[src/rtl/debounce_pkg.sv]
// Shared constants and helpers for the multi-channel switch debouncer.
package debounce_pkg;

    // Production defaults
    localparam int unsigned TICK_W_DEF   = 12;
    localparam int unsigned STABLE_N_DEF = 3;
    localparam int unsigned LONG_N_DEF   = 64;

    // Short prescaler so simulations reach a tick every few clocks
    localparam int unsigned TICK_W_SIM   = 2;

    // Stability counter width; one spare bit so the counter never wraps
    function automatic int unsigned stab_cnt_w(input int unsigned stable_n);
        return $clog2(stable_n) + 1;
    endfunction

endpackage

[src/rtl/debounce_chan.sv]
// One debounce channel: synchronizer, stability counter, debounced level,
// long-press counter and registered one-clock event pulses.
module debounce_chan
    import debounce_pkg::*;
#(
    parameter int unsigned SYNC_STAGES = 2,
    parameter int unsigned STABLE_N    = STABLE_N_DEF,
    parameter int unsigned LONG_N      = LONG_N_DEF,
    parameter int unsigned LONG_W      = 8
) (
    input  logic clk,
    input  logic rst_async,
    input  logic tick_i,
    input  logic raw_i,
    output logic level_o,
    output logic rise_o,
    output logic fall_o,
    output logic long_o
);

    localparam int unsigned       StabW    = stab_cnt_w(STABLE_N);
    localparam logic [StabW-1:0]  StabLast = StabW'(STABLE_N - 1);
    localparam logic [LONG_W-1:0] LongMax  = LONG_W'(LONG_N);
    localparam logic [LONG_W-1:0] LongLast = LONG_W'(LONG_N - 1);

    logic [SYNC_STAGES-1:0] sync_q;
    logic                   sync_bit;
    logic [StabW-1:0]       stab_q, stab_d;
    logic                   level_q, level_d;
    logic [LONG_W-1:0]      long_cnt_q, long_cnt_d;
    logic                   rise_q, rise_d;
    logic                   fall_q, fall_d;
    logic                   long_q, long_d;

    assign sync_bit = sync_q[SYNC_STAGES-1];

    // Metastability chain: raw bit shifted in, oldest stage used
    always_ff @(posedge clk or posedge rst_async) begin
        if (rst_async) begin
            sync_q <= '0;
        end else begin
            sync_q <= {sync_q[SYNC_STAGES-2:0], raw_i};
        end
    end

    // Next-state: debounce and long-press only advance on prescaler ticks
    always_comb begin
        stab_d     = stab_q;
        level_d    = level_q;
        long_cnt_d = long_cnt_q;
        rise_d     = 1'b0;
        fall_d     = 1'b0;
        long_d     = 1'b0;
        if (tick_i) begin
            if (sync_bit != level_q) begin
                if (stab_q == StabLast) begin
                    level_d = ~level_q;
                    stab_d  = '0;
                    rise_d  = ~level_q;
                    fall_d  = level_q;
                end else begin
                    stab_d = stab_q + 1'b1;
                end
            end else begin
                stab_d = '0;
            end
            // A toggle restarts long-press timing from the new level
            if (level_d != level_q) begin
                long_cnt_d = '0;
            end else if (level_q && (long_cnt_q != LongMax)) begin
                long_cnt_d = long_cnt_q + 1'b1;
                long_d     = (long_cnt_q == LongLast);
            end
        end
    end

    // State and pulse registers
    always_ff @(posedge clk or posedge rst_async) begin
        if (rst_async) begin
            stab_q     <= '0;
            level_q    <= 1'b0;
            long_cnt_q <= '0;
            rise_q     <= 1'b0;
            fall_q     <= 1'b0;
            long_q     <= 1'b0;
        end else begin
            stab_q     <= stab_d;
            level_q    <= level_d;
            long_cnt_q <= long_cnt_d;
            rise_q     <= rise_d;
            fall_q     <= fall_d;
            long_q     <= long_d;
        end
    end

    assign level_o = level_q;
    assign rise_o  = rise_q;
    assign fall_o  = fall_q;
    assign long_o  = long_q;

endmodule

[src/rtl/debounce_event.sv]
// Multi-channel switch conditioner: one shared sample prescaler feeding
// W independent debounce channels with press/release/long-press pulses.
module debounce_event
    import debounce_pkg::*;
#(
    parameter int unsigned W           = 1,
    parameter int unsigned SYNC_STAGES = 2,
    parameter int unsigned TICK_W      = TICK_W_DEF,
    parameter int unsigned STABLE_N    = STABLE_N_DEF,
    parameter int unsigned LONG_N      = LONG_N_DEF,
    parameter int unsigned LONG_W      = 8
) (
    input  logic         clk,
    input  logic         rst_async,
    input  logic [W-1:0] switch_i,
    output logic [W-1:0] level_o,
    output logic [W-1:0] rise_o,
    output logic [W-1:0] fall_o,
    output logic [W-1:0] long_o,
    output logic         tick_o
);

    logic [TICK_W-1:0] presc_q, presc_d;
    logic              tick;

    // Free-running prescaler; wraps naturally
    always_comb begin
        presc_d = presc_q + 1'b1;
    end

    // Prescaler register
    always_ff @(posedge clk or posedge rst_async) begin
        if (rst_async) begin
            presc_q <= '0;
        end else begin
            presc_q <= presc_d;
        end
    end

    // Masked during reset so tick_o reads 0 while the counter is held at 0
    assign tick   = (presc_q == '0) && !rst_async;
    assign tick_o = tick;

    for (genvar k = 0; k < W; k++) begin : g_chan
        debounce_chan #(
            .SYNC_STAGES(SYNC_STAGES),
            .STABLE_N   (STABLE_N),
            .LONG_N     (LONG_N),
            .LONG_W     (LONG_W)
        ) u_chan (
            .clk      (clk),
            .rst_async(rst_async),
            .tick_i   (tick),
            .raw_i    (switch_i[k]),
            .level_o  (level_o[k]),
            .rise_o   (rise_o[k]),
            .fall_o   (fall_o[k]),
            .long_o   (long_o[k])
        );
    end

endmodule

[config.mk]
export PLATFORM = sky130hd
export DESIGN_NAME = debounce_event
export DESIGN_NICKNAME = d
export VERILOG_FILES = /design/src/rtl/debounce_pkg.sv /design/src/rtl/debounce_chan.sv /design/src/rtl/debounce_event.sv
export SDC_FILE = /design/constraint.sdc
export NUM_CORES = 1
export LEC_CHECK = 0
export BUFFER_PORTS_ARGS = -buffer_cell sky130_fd_sc_hd__buf_2
export CAP_MARGIN = 25
export CORE_UTILIZATION = 55
export CTS_CLUSTER_DIAMETER = 60
export DETAILED_ROUTE_END_ITERATION = 12
export PLACE_DENSITY = 0.79
export SYNTH_ARGS = -nofsm -noshare
export SYNTH_HDL_FRONTEND = slang
export SYNTH_SLANG_ARGS = --single-unit
[constraint.sdc]
create_clock -name clk -period 2.1 [get_ports clk]
set_clock_uncertainty 0.05 [all_clocks]
set_input_delay 0.105 -clock clk [delete_from_list [all_inputs] [get_ports clk]]
set_output_delay 0.105 -clock clk [all_outputs]
set_load 0.01 [all_outputs]
==> results of run 1 <==
[cell families after synthesis]
kind of cell | Yosys count | synth area share, %
and+or+nand+nor | 49 | 22.08
xor gates and xnor gates | 12 | 7.480
AOI/OAI and AO/OA | 19 | 10.42
muxes | 2 | 1.514
DFF | 29 | 51.65
adders and majority gates | 4 | 3.562
buffers and inverters | 10 | 3.294
[layer usage]
layer | global-route usage, % | wire length [um]
met5 | 0 | 0
met4 | 7.895 | 27
met3 | 6.087 | 76
met2 | 32.91 | 1129
met1 | 29.89 | 1200
[flip-flops by register name, summed over array words and instances (netlist names)]
name,count
g_chan.u_chan.fall_o,1
g_chan.u_chan.rise_o,1
g_chan.u_chan.long_o,1
g_chan.u_chan.sync_q,2
g_chan.u_chan.stab_q,3
g_chan.u_chan.long_cnt_q,8
g_chan.u_chan.level_o,1
presc_q,12
[power breakdown]
part,internal (mW),switching [mW]
clock,0.283,0.194
combinational,0.00706,0.0139
sequential,0.560,0.00177
total,0.850,0.210
[through the flow]
stage	instance area (um^2)	hold WS [ns]	util, %	instances	setup slack, ns
floorplan	1405	0.08643	-	125	0.3793
detailed placement	1474	0.04560	63.57	160	0.1628
CTS	1583	0.2458	68.27	170	0.1149
finish	1597	0.2417	68.86	170	0.1986
global route	1597	0.2728	68.86	170	0.02292
global placement	1474	0.04363	63.57	160	0.2449
[synth_stat cells]
| master | instances | area share (%) |
|---|---|---|
| dfrtp_1 | 29 | 52 |
| nand2_1 | 9 | 2.4 |
| nand3_1 | 9 | 3.2 |
| inv_1 | 8 | 2.1 |
| xnor2_1 | 8 | 5.0 |
| nor2_1 | 6 | 1.6 |
| a22o_1 | 5 | 3.1 |
| ha_1 | 4 | 3.6 |
| xor2_1 | 4 | 2.5 |
| a21o_2 | 3 | 1.9 |
| and3_1 | 3 | 1.3 |
| and4_1 | 3 | 1.9 |
| nor2b_1 | 3 | 1.3 |
| nor3b_1 | 3 | 1.6 |
| o21ai_0 | 3 | 1.1 |
| a21oi_1 | 2 | 0.71 |
| nand4b_1 | 2 | 1.2 |
| a2111oi_0 | 1 | 0.62 |
| and3_2 | 1 | 0.53 |
| and3b_1 | 1 | 0.62 |
| buf_2 | 1 | 0.36 |
| buf_6 | 1 | 0.80 |
| mux2_2 | 1 | 0.80 |
| mux2i_1 | 1 | 0.71 |
| nand2b_1 | 1 | 0.45 |
| nand4_1 | 1 | 0.45 |
| nand4bb_1 | 1 | 0.80 |
| nor4_1 | 1 | 0.45 |
| nor4_2 | 1 | 0.89 |
| nor4b_2 | 1 | 1.1 |
| o211a_1 | 1 | 0.71 |
| o211ai_2 | 1 | 0.89 |
| o21ai_1 | 1 | 0.36 |
| o22ai_1 | 1 | 0.45 |
| o41ai_1 | 1 | 0.62 |
| or3_4 | 1 | 0.80 |
| or3b_2 | 1 | 0.62 |
| or4_4 | 1 | 0.80 |
[worst paths after layout]
check | endpoint | slack (ns) | cells past startpoint
max in group asynchronous | presc_q[0] | 1.19 | 4
min in group clk | g_chan[0].u_chan.sync_q[1] | 0.32 | 0
setup reg to reg | g_chan[0].u_chan.long_cnt_q[1] | 0.20 | 7
hold reg to reg | g_chan[0].u_chan.sync_q[1] | 0.32 | 0
setup / recovery | g_chan[0].u_chan.long_cnt_q[1] | 0.20 | 7
hold / removal | presc_q[2] | 0.24 | 3
[critical path, cell delays in order, from the launching register on]
cell and delay, ns:
dfrtp_1 0.43, inv_1 0.10, ha_1 0.16, nor4b_4 0.21
nand3_2 0.15, buf_4 0.20, or3_4 0.39, o22ai_1 0.14
[final cells by class]
class | instances | share of cell area (%)
Sequential cell | 29 | 45.45
Multi-Input combinational cell | 86 | 40.52
Timing Repair Buffer | 11 | 4.389
Clock buffer | 6 | 3.213
Clock inverter | 2 | 2.351
Tap cell | 28 | 2.194
Inverter | 8 | 1.881
[timing repair]
| action | in CTS | in global routing |
|---|---|---|
| resized for setup | 0 | 3 |
| setup endpoints to repair | 0 | 5 |
| hold endpoints to repair | 10 | 0 |
| hold buffers | 2 | 0 |
==> out/results.tsv, run 1 <==
metric	value	unit
DIE AREA	2761	um^2
DR DRC count	0	
DIE WIDTH	52.55	um
commonest non-fill, non-tap cell in the layout	dfrtp_1	
DR vias	977	
final worst-path cycle share	90.54	%
Syn Area/Cell	11.24	um^2
vias in the first global route	924	
worst setup path startpoint	presc_q[0]	
fillers	175	
CTS Buf Count	5	
multi-input logic area	646.9	um^2
worst endpoint required time	2.30	ns
commonest cells after routing, fill and taps aside	dfrtp_1, nand2_1, xnor2_1, nand3_1	
Slew @ Worst Pin	0.4565	ns
CTS Root Buffer Type	clkbuf_4	
cell leakage power	0.7619	nW
DR WL/cell	14.31	um
Reg area	725.7	um^2
gpl congestion	0.7967	
H-tree levels	2	
Pre-Repair DR Iteration Count	4	
worst min-delay path class	primary input to asynchronous set/reset pin	
Worst VDD drop	702.7	uV
Critical Path Fanout Max	7	
Starting DRT DRC Count	22	
Netlist cell types	38	
first-pass GRT wire length	4.229	mm
Ys Warns	0	
antenna cells	0	
crit path kind	flip-flop to flip-flop	
layout cell share with drive strength beyond 1	21.13	%
# IOs	8	
Fin Setup TNS	0	ns
die height	52.55	um
core region area	2318	um^2
mapped cell area	1405	um^2
Post-CTS Setup Bufs	0	
Final Slew Violations	0	
CTS tree	yes	
post-synthesis sequential area ratio	51.65	%
Syn Nets	132	
RSZ-0062 raised after global routing	no	
final-stage net count	148	
final period demand of the worst path	1.901	ns
Clock Latency Late Sink	0.32	ns
Post-DP HPWL	1.757	mm
Antenna Nets Post-Route	0	
Total Power	1.060	mW
Initial Util	60.60	%
GRT overflow	0	
Crit. End Element	flip-flop	
Mapped Cells	125	
PwrDens	663.7	nW/um^2
CP arrival	2.10	ns
Hold Fails Final Rpt	0	
antenna violations before repair	0	
port bufs	7	
CP Launch Type	flip-flop	
std cell rows	17	
overall routing resource usage	21.79	%
FMAX	525.9	MHz
Setup-failing EPs final	0	
via/cell ratio	5.747	
status	finished, final reports clean	
RR Startpoint	presc_q[0]	
max_cap viols	0	
Reg clk slew, reported paths	0.09	ns
Detailed Route WL	2.433	mm
largest net degree at the start of global routing	21	
Rel. slew slack	68.78	%
P&R area growth vs syn	13.62	%
Clock Path Buffers	2	
clk sinks	29	
#FFs+latches synth	29	
(Power assumes the default switching activity.)
==> run 2, diff against run 1 <==
- ABC_AREA: unset -> 1
==> run 2 against run 1 <==
Net effect: sequential cell count stayed put; global-route usage is 0.25 points higher; cell area is 8.0% higher; combinational power is 82% higher; first-iteration DRC count grew to 3.2 times the previous value; count of clock-buffer cells in the layout is 1 higher; worst setup slack better by 0.22 ns; sequential share of layout area is 3.4 points lower; register-to-register slack better by 0.32 ns; clock power is 31% lower; cell count is 44% higher; largest power group unchanged; highest routed layer unchanged.
==> out/results.tsv, run 2 <==
metric	value	unit	change
xor/xnor share of the synthesized area	7.784	%	+0.30 points
Post-Synth Simple-Gate Area	33.04	%	+11 points
CTS Root Buffer Type	clkbuf_4		
Flop pwr share	60.7	%	+7.7 points
crit path kind	flip-flop to output port		
std cell rows	19		+2
Mapped Cells	197		+58%
commonest non-fill, non-tap cell in the layout	nand2_1		
Reg area	725.7	um^2	unchanged
Top Usage Layer GRT	met2		
commonest cells after routing, fill and taps aside	nand2_1, dfrtp_1, nor2_1, inv_1, nand3_1		
DIE WIDTH	55.52	um	+5.7%
cell leakage power	0.8667	nW	+14%
placed cell area	1649	um^2	+12%
met1 usage	27.23	%	-2.7 points
Hold Fails Final Rpt	0		unchanged
RR Startpoint	presc_q[0]		
CTS tree	yes		
Adder-Cell Fraction of Synth Area	3.177	%	-0.38 points
worst min-delay path class	flip-flop to flip-flop		
Fin Setup TNS	0	ns	unchanged
Critical Path Sink	tick_o		
max reg flops	12		unchanged
Crit. End Element	output port		
final worst-path cycle share	80.19	%	-10 points
Detailed Route WL	2.911	mm	+20%
Post-DP HPWL	2.195	mm	+25%
Post-CTS Setup Bufs	0		unchanged
Clock Latency Late Sink	0.31	ns	about the same
top cell type's share of synthesized area	46.07	%	-5.6 points
r2r endpoint	g_chan[0].u_chan.long_cnt_q[6]		
first-pass GRT wire length	5.202	mm	+23%
Finished Layout Cells	244		+44%
CP arrival	1.53	ns	-0.57 ns
Syn Nets	204		+55%
Rel. slew slack	75.10	%	+6.3 points
DIE AREA	3082	um^2	+12%
core region area	2734	um^2	+18%
Placed Instances	235		+47%
DR DRC count	0		unchanged
overall routing resource usage	22.04	%	+0.25 points
compound-gate portion of the synthesized area	3.733	%	-6.7 points
Largest Register	presc_q		
Post-CTS Hold Fix Bufs	2		unchanged
via/cell ratio	5.230		-9.0%
Regs by FF count	presc_q: 12 flops, g_chan.u_chan.long_cnt_q: 8 flops, g_chan.u_chan.stab_q: 3 flops		
met2 Use GR	34.60	%	+1.7 points
most numerous cell in the Yosys netlist	nand2_1		
Final Slew Violations	0		unchanged
antenna cells	0		unchanged
FMAX	593.8	MHz	+13%
Ys Warns	0		unchanged
mapped cell area	1575	um^2	+12%
Clock power frac	35.2	%	-9.8 points
PwrDens	539.2	nW/um^2	-19%
largest net degree at the start of global routing	30		+43%
worst setup path startpoint	presc_q[0]		
largest family of logic cells by synthesized area	simple AND/OR/NAND/NOR gates		
ys flop type	dfrtp_1		
combinational share of power	4.1	%	+2.1 points
Antenna Nets Post-Route	0		unchanged
async set-reset flop share out of synthesis	100.0	%	unchanged
commonest cells in the netlist	nand2_1, dfrtp_1, nor2_1		
die height	55.52	um	+5.7%
# IOs	8		unchanged
Clock Path Buffers	2		unchanged
Initial Util	57.62	%	-3.0 points
Area contributors post-synth	dfrtp_1, nand2_1, nand3_1		
Total Power	0.9297	mW	-12%
DR WL/cell	11.93	um	-17%
CP Launch Type	flip-flop		
final period demand of the worst path	1.684	ns	-0.2175 ns
layout cell share with drive strength beyond 1	11.27	%	-9.9 points
Psw	0.1987	mW	-5.3%
EDFF count, synth	0		unchanged
P&R area growth vs syn	9.452	%	
H-tree levels	2		unchanged
fillers	228		+30%
post-synth top area cell	dfrtp_1		
vias in the first global route	1220		+32%
Finished Cell Area	1724	um^2	+8.0%
final-stage net count	220		+49%
Worst R2R Setup Slack	0.52	ns	+0.32 ns
Slew @ Worst Pin	0.3709	ns	-0.08565 ns
Syn Area/Cell	7.996	um^2	-29%
worst endpoint required time	1.95	ns	-0.35 ns
cts repair resizes	0		unchanged
max_cap viols	0		unchanged
multi-input logic area	752.0	um^2	+16%
Worst VDD drop	453.9	uV	-35%
antenna violations before repair	0		unchanged
CTS Buf Count	5		unchanged
#FFs+latches synth	29		unchanged
Critical Path Fanout Max	3		-4
Netlist cell types	23		-39%
R2R depth	9		+2
Pre-Repair DR Iteration Count	4		unchanged
Int Pwr	0.7310	mW	-14%
gpl congestion	0.8922		+12%
clk sinks	29		unchanged
Starting DRT DRC Count	71		+220%
post-synthesis sequential area ratio	46.07	%	-5.6 points
port bufs	7		unchanged
DR vias	1276		+31%
RSZ-0062 raised after global routing	no		
Setup-failing EPs final	0		unchanged
status	finished, final reports clean		
met3 Use GR	5.621	%	-0.47 points
Reg clk slew, reported paths	0.08	ns	about the same
mux contribution to synthesized area	0	%	-1.5 points
GRT overflow	0		unchanged
switch share	21.37	%	+1.6 points
-- run 2: power groups by stage --
stage	registers, mW	clock network, mW	logic [mW]
after floorplan	0.575	0	0.0268
after global placement	0.575	0	0.0358
after detailed placement	0.575	0	0.0368
after CTS	0.564	0.345	0.0399
after global routing	0.565	0.364	0.0446
final	0.564	0.327	0.0382
-- run 2: routing by layer --
layer,part of all wire [%],up-vias
met4,3.0,0
met1,43,593
li1,-,650
met3,3.3,9
met5,0,-
met2,51,24
-- run 2: cells by family after synthesis --
group / after synthesis
AOI/OAI and AO/OA: 11
xor gates and xnor gates: 14
adders and majority gates: 4
buffers and inverters: 25
DFF: 29
and+or+nand+nor: 114
-- run 2: cell type report --
cell class | count | area share (%)
flip-flops and latches | 29 | 42.09
clock buffers | 7 | 3.193
well taps | 31 | 2.250
inverters | 24 | 5.225
repair buffers | 10 | 3.628
multi-input cells | 143 | 43.61
-- run 2: worst min path at each step --
stage                                          start                    endpoint  slack, ns  cells after the start
after floorplan                             switch_i  g_chan[0].u_chan.sync_q[0]       0.09                      0
after global placement                      switch_i  g_chan[0].u_chan.sync_q[0]       0.16                      1
after detailed placement                    switch_i  g_chan[0].u_chan.sync_q[0]       0.17                      1
after CTS                 g_chan[0].u_chan.sync_q[0]  g_chan[0].u_chan.sync_q[1]       0.31                      0
after global routing      g_chan[0].u_chan.sync_q[0]  g_chan[0].u_chan.sync_q[1]       0.32                      0
final                     g_chan[0].u_chan.sync_q[0]  g_chan[0].u_chan.sync_q[1]       0.30                      0
-- run 2: metrics by stage --
step	setup WS [ns]	utilization, %	hold slack (ns)
floorplan	0.6067	-	0.08643
global placement	0.6256	60.32	0.1633
detailed placement	0.5512	60.32	0.1687
CTS	0.4058	63.07	0.3071
global route	0.2938	63.07	0.3173
finish	0.4161	63.07	0.3038
-- run 2: worst max-delay path: stages, from the launching register on --
cell,delay [ns]
dfrtp_1,0.41
inv_1,0.09
ha_1,0.19
nand3_1,0.08
nor2_1,0.25
buf_2,0.19
